--- src/rtl/soc_bootrom_pkg.sv ---
// soc_bootrom_pkg: shared AHB3-Lite constants, bridge state encoding and size check
// Contents:
//   HTRANS_* / HRESP_*  bus encodings
//   state_t             bridge FSM states
//   size_ok()           true when hsize does not exceed the data bus width
package soc_bootrom_pkg;

    localparam logic [1:0] HTRANS_IDLE   = 2'b00;
    localparam logic [1:0] HTRANS_BUSY   = 2'b01;
    localparam logic [1:0] HTRANS_NONSEQ = 2'b10;
    localparam logic [1:0] HTRANS_SEQ    = 2'b11;

    localparam logic HRESP_OKAY  = 1'b0;
    localparam logic HRESP_ERROR = 1'b1;

    typedef enum logic [2:0] {IDLE, WAIT, DATA, ERR1, ERR2} state_t;

    function automatic logic size_ok(input logic [2:0] hsize, input logic [2:0] max_size);
        return hsize <= max_size;
    endfunction

endpackage

--- src/rtl/soc_bootrom_ahb3_bridge.sv ---
// soc_bootrom_ahb3_bridge: AHB3-Lite read-only slave front end for a combinational boot ROM
// Ports:
//   clk, rst            clock, synchronous active-high reset
//   ahb3_*_i            AHB3-Lite slave address/control/write-data inputs
//   ahb3_hrdata_o       read data
//   ahb3_hreadyout_o    data phase complete
//   ahb3_hresp_o        0=OKAY 1=ERROR
//   rom_addr_o          registered word index to the ROM lookup
//   rom_data_i          ROM word for rom_addr_o
// Configuration macro:
//   SOC_BOOTROM_RDATA_REG_EN  register rom_data_i before hrdata_o (one extra wait cycle)
module soc_bootrom_ahb3_bridge
    import soc_bootrom_pkg::*;
#(
    parameter int PLEN        = 32,
    parameter int XLEN        = 32,
    parameter int ROM_AW      = 6,
    parameter int ROM_WORDS   = 64,
    parameter int WAIT_STATES = 0
) (
    input  logic              clk,
    input  logic              rst,
    input  logic              ahb3_hsel_i,
    input  logic [PLEN-1:0]   ahb3_haddr_i,
    input  logic [XLEN-1:0]   ahb3_hwdata_i,
    input  logic              ahb3_hwrite_i,
    input  logic [2:0]        ahb3_hsize_i,
    input  logic [2:0]        ahb3_hburst_i,
    input  logic [3:0]        ahb3_hprot_i,
    input  logic [1:0]        ahb3_htrans_i,
    input  logic              ahb3_hmastlock_i,
    input  logic              ahb3_hready_i,
    output logic [XLEN-1:0]   ahb3_hrdata_o,
    output logic              ahb3_hreadyout_o,
    output logic              ahb3_hresp_o,
    output logic [ROM_AW-1:0] rom_addr_o,
    input  logic [XLEN-1:0]   rom_data_i
);

    localparam logic [2:0] MAX_SIZE = 3'($clog2(XLEN/8));
`ifdef SOC_BOOTROM_RDATA_REG_EN
    localparam int WAIT_LOAD = WAIT_STATES + 1;
`else
    localparam int WAIT_LOAD = WAIT_STATES;
`endif

    state_t            state, state_nx;
    logic [4:0]        cnt, cnt_nx;
    logic [ROM_AW-1:0] rom_addr_nx;
    logic [XLEN-1:0]   rdata_q;
    logic              accept, bad, unused;
    logic [ROM_AW-1:0] idx;

    assign unused = ^{ahb3_hwdata_i, ahb3_hburst_i, ahb3_hprot_i, ahb3_hmastlock_i, ahb3_haddr_i[1:0]};
    assign accept = ahb3_hsel_i & ahb3_htrans_i[1] & ahb3_hready_i;
    assign idx    = ahb3_haddr_i[ROM_AW+1:2];
    assign bad    = ahb3_hwrite_i | !size_ok(ahb3_hsize_i, MAX_SIZE) |
                    (32'(idx) >= ROM_WORDS) | ((ahb3_haddr_i >> (ROM_AW+2)) != '0);

    always_comb begin
        state_nx    = state;
        cnt_nx      = cnt;
        rom_addr_nx = rom_addr_o;
        if (state == WAIT) begin
            cnt_nx   = cnt - 5'd1;
            state_nx = cnt == 5'd1 ? DATA : WAIT;
        end else if (state == ERR1) begin
            state_nx = ERR2;
        end else begin
            state_nx = IDLE;
            if (accept && bad) begin
                state_nx = ERR1;
            end else if (accept) begin
                rom_addr_nx = idx;
                cnt_nx      = 5'(WAIT_LOAD);
                state_nx    = WAIT_LOAD == 0 ? DATA : WAIT;
            end
        end
    end

    always_ff @(posedge clk) begin
        if (rst) begin
            state      <= IDLE;
            cnt        <= '0;
            rom_addr_o <= '0;
        end else begin
            state      <= state_nx;
            cnt        <= cnt_nx;
            rom_addr_o <= rom_addr_nx;
        end
    end

`ifdef SOC_BOOTROM_RDATA_REG_EN
    // Capture on the last wait cycle so hrdata_o only changes on entry to DATA.
    always_ff @(posedge clk) begin
        if (rst) rdata_q <= '0;
        else     rdata_q <= (state == WAIT && cnt == 5'd1) ? rom_data_i : rdata_q;
    end
    assign ahb3_hrdata_o = rdata_q;
`else
    always_ff @(posedge clk) begin
        if (rst) rdata_q <= '0;
        else     rdata_q <= state == DATA ? rom_data_i : rdata_q;
    end
    assign ahb3_hrdata_o = state == DATA ? rom_data_i : rdata_q;
`endif

    assign ahb3_hreadyout_o = !(state == WAIT || state == ERR1);
    assign ahb3_hresp_o     = (state == ERR1 || state == ERR2) ? HRESP_ERROR : HRESP_OKAY;

endmodule
--- config.mk ---
export PLATFORM = sky130hd
export DESIGN_NAME = soc_bootrom_ahb3_bridge
export DESIGN_NICKNAME = d
export VERILOG_FILES = /design/src/rtl/soc_bootrom_pkg.sv /design/src/rtl/soc_bootrom_ahb3_bridge.sv
export SDC_FILE = /design/constraint.sdc
export NUM_CORES = 1
export LEC_CHECK = 0
export CORE_MARGIN = 2
export CORE_UTILIZATION = 37
export DETAILED_ROUTE_END_ITERATION = 8
export HOLD_SLACK_MARGIN = 0.02
export PLACE_DENSITY = 0.85
export SLEW_MARGIN = 30
export SYNTH_ARGS = -nofsm -noshare
export SYNTH_HDL_FRONTEND = slang
export SYNTH_SLANG_ARGS = --single-unit
--- constraint.sdc ---
create_clock -name clk -period 2.35 [get_ports clk]
set_input_delay 0.3525 -clock clk [delete_from_list [all_inputs] [get_ports clk]]
set_output_delay 0.3525 -clock clk [all_outputs]
set_load 0.05 [all_outputs]
==> reports/metrics.cfg <==
[timing]
tns_ns = 0
max_slew_margin_pct = 66.1
worstMarginPinSlew_ns = 0.506
fin_crit_sh_pct = 94.7
skew_ns = 0.00776
grt_setup_unrepaired = false
max_freq_ghz = 0.449
slew_violations = 0
setup_viol = 0
hold_violations = 0
timing.final.crit_period_ns = 2.23

[clocking]
cts_buffers = 5
post_cts_buffers = 0
cts_tree = built
max-clock-path-buffers = 2
clockRootBuffer = clkbuf_8
cts_resized = 0
cts-htree-levels = 2
ctsHoldBuffers = 0
clk_latency_ns = 0.29
clk_pin_slew_worst_paths_ns = 0.08
cts.sinks = 46

[worst_hold_path]
holdPathStages = 2
min_from = rom_addr_o[2]
hold-path-endpoint = rom_addr_o[2]
worstHoldPathType = reg2reg

[yosys]
synth_ff_type = dfxtp_1
syn_nets = 297
ys_types = 32
synth_edf_count = 0
async_flop_share_pct = 0
synth_top_area_share_pct = 42.6
ys_ff_latch = 46
synthCells = 181
ys_seq_area_share_pct = 42.6
synth_commonest_cells = dfxtp_1, and2b_1, mux2_4
syn_area_per_cell_um2 = 11.9
synth_top_area_cell = dfxtp_1
post-synth-top-count-cell = dfxtp_1
ys_warn_count = 0
syn_area_um2 = 2160
synth.area.top_cells = dfxtp_1, mux2_4, and2b_1, nand2b_1, mux2i_1

[final_layout]
multiInputGateArea_um2 = 1170
drive_gt1_share_pct = 28.1
area_growth_syn_to_layout_pct = 59.8
layout.nets = 410
seq_area_um2 = 921
post-route-util_pct = 62.0
diodes = 0
fillers = 466

[floorplan]
fp.dieH_um = 80.4
dieArea_um2 = 6470
initial_core_util_pct = 38.8
rows = 27
die_x_um = 80.4
core_um2 = 5570
num_io_pins = 154

[routing]
dr.pass1.iters = 4
drt-total-wl_mm = 4.86
final_antenna_net_count = 0
route.detailed.drc = 0
drt_iter0_markers = 30
wl_per_cell_um = 13.2
vias = 1726
viasPerCell = 4.70

[place]
gp_congestion = 0.748
hpwl_mm = 3.78
port_buffers = 110

[power]
leakage_uw = 0.00146
peakVddDrop_mv = 0.334
powerDensity_nw_per_um2 = 512

[run_status]
status = completed

[global_routing]
grt_first_pass_wirelength_mm = 7.82
grt_pass1_vias = 1800
grt-ovfl-total = 0
antenna_found_initial = 0
grt_max_degree = 27
track_usage_pct = 15.2

[critical_path]
critPathTopFamily = buffers and inverters
critPathKind = reg2out
r2r_slack_ns = 0.71
cpMostUsedCell = buf_4
crit_slowest_cell = dfxtp_1
cp_num_buf_inv = 2
path_cells = nor3b_4 > buf_4 > mux2_4 > buf_4
timing.rr.start = state[1]
required_ns = 2.00
critPathMaxStageDelay_ns = 0.46
arrival_ns = 1.87
cp-start-kind = flop
reg2reg_to = rdata_q[22]
worstSetupEndpointType = output port
rr_worst_depth = 4
crit_path_max_fanout = 18

[run]
drv_cap = 0

cell families after synthesis:
family	after synthesis	share of synthesized area [%]
multiplexers	38	24.7
adder cells (fa/ha/maj)	2	1.16
buffers and inverters	11	3.30
AO/OA/AOI/OAI	6	1.79
flip-flops	46	42.6
AND/OR/NAND/NOR	74	24.9
XOR/XNOR	4	1.62
sequential cells by signal, summed over array words and instances, names as in the netlist:
register	flops
cnt	5
rom_addr_o	6
state	3
rdata_q	32
power breakdown:
group | internal [uW] | total, uW | switching [uW]
clock | 317 | 575 | 257
combinational | 216 | 381 | 165
sequential | 799 | 812 | 12.2
total | 1330 | 1770 | 435
cells in the final DEF, fill, tap and decap left out, types with 2 or more instances in the layout:
master           synthesis  routed
a21oi_1                  2       2
and2b_1                 30      30
buf_12                   0       8
buf_4                    0      30
clkbuf_8                 0       5
clkdlybuf4s50_1          0      77
dfxtp_1                 46      46
ha_1                     2       2
inv_1                    2       2
mux2_2                   2       2
mux2_4                  30      30
mux2i_1                  6       6
nand2_1                  4       4
nand2b_1                12      12
nand3_1                  2       2
nand3b_1                 2       2
nor2_1                   2       2
nor2b_1                  2       2
nor3_1                   5       5
nor3b_4                  2       2
nor4_1                   6       6
xor2_1                   3       3
worst max-delay path by stage:
stage	start	to	slack, ns	depth (start not counted)
after floorplan	state[2]	ahb3_hresp_o	0.23	2
after global placement	ahb3_haddr_i[9]	rom_addr_o[0]	0.44	6
after detailed placement	ahb3_haddr_i[9]	rom_addr_o[2]	0.38	6
after CTS	state[1]	ahb3_hrdata_o[22]	0.11	4
after global routing	state[1]	ahb3_hrdata_o[22]	0.04	4
final	state[1]	ahb3_hrdata_o[22]	0.12	4
stage by stage:
step           std cells  hold WS, ns  total power [uW]  setup slack (ns)  cell area [um2]
6_report             367        0.479              1770             0.125             3450
5_1_grt              367        0.509              1850            0.0392             3450
4_1_cts              367        0.485              1790             0.112             3450
3_5_place_dp         359        0.472              1210             0.377             3340
3_3_place_gp         359        0.458              1210             0.440             3340
2_1_floorplan        181        0.491              1020             0.226             2160
cell type report:
class                      count  area share (%)
tap                           72            2.61
inverter                       2           0.217
sequential                    46            26.7
clock inverter                 2            1.09
timing repair buffer         115            33.5
clock buffer                   6            2.10
multi-input combinational    124            33.9
metal layers:
metal | vias up | global-route usage (%) | share of wire, %
li1 | 843 | - | -
met1 | 824 | 17.1 | 40
met2 | 53 | 28.3 | 53
met3 | 6 | 3.82 | 6.2
met4 | 0 | 4.07 | 0.78
met5 | - | 0 | 0
worst register-to-register path, stage by stage (launching register included):
cell and delay (ns):
dfxtp_1 0.46, nor3b_4 0.24, buf_4 0.34, mux2_4 0.36, and2b_1 0.16
No activity file was read; power rests on OpenSTA's default activity.
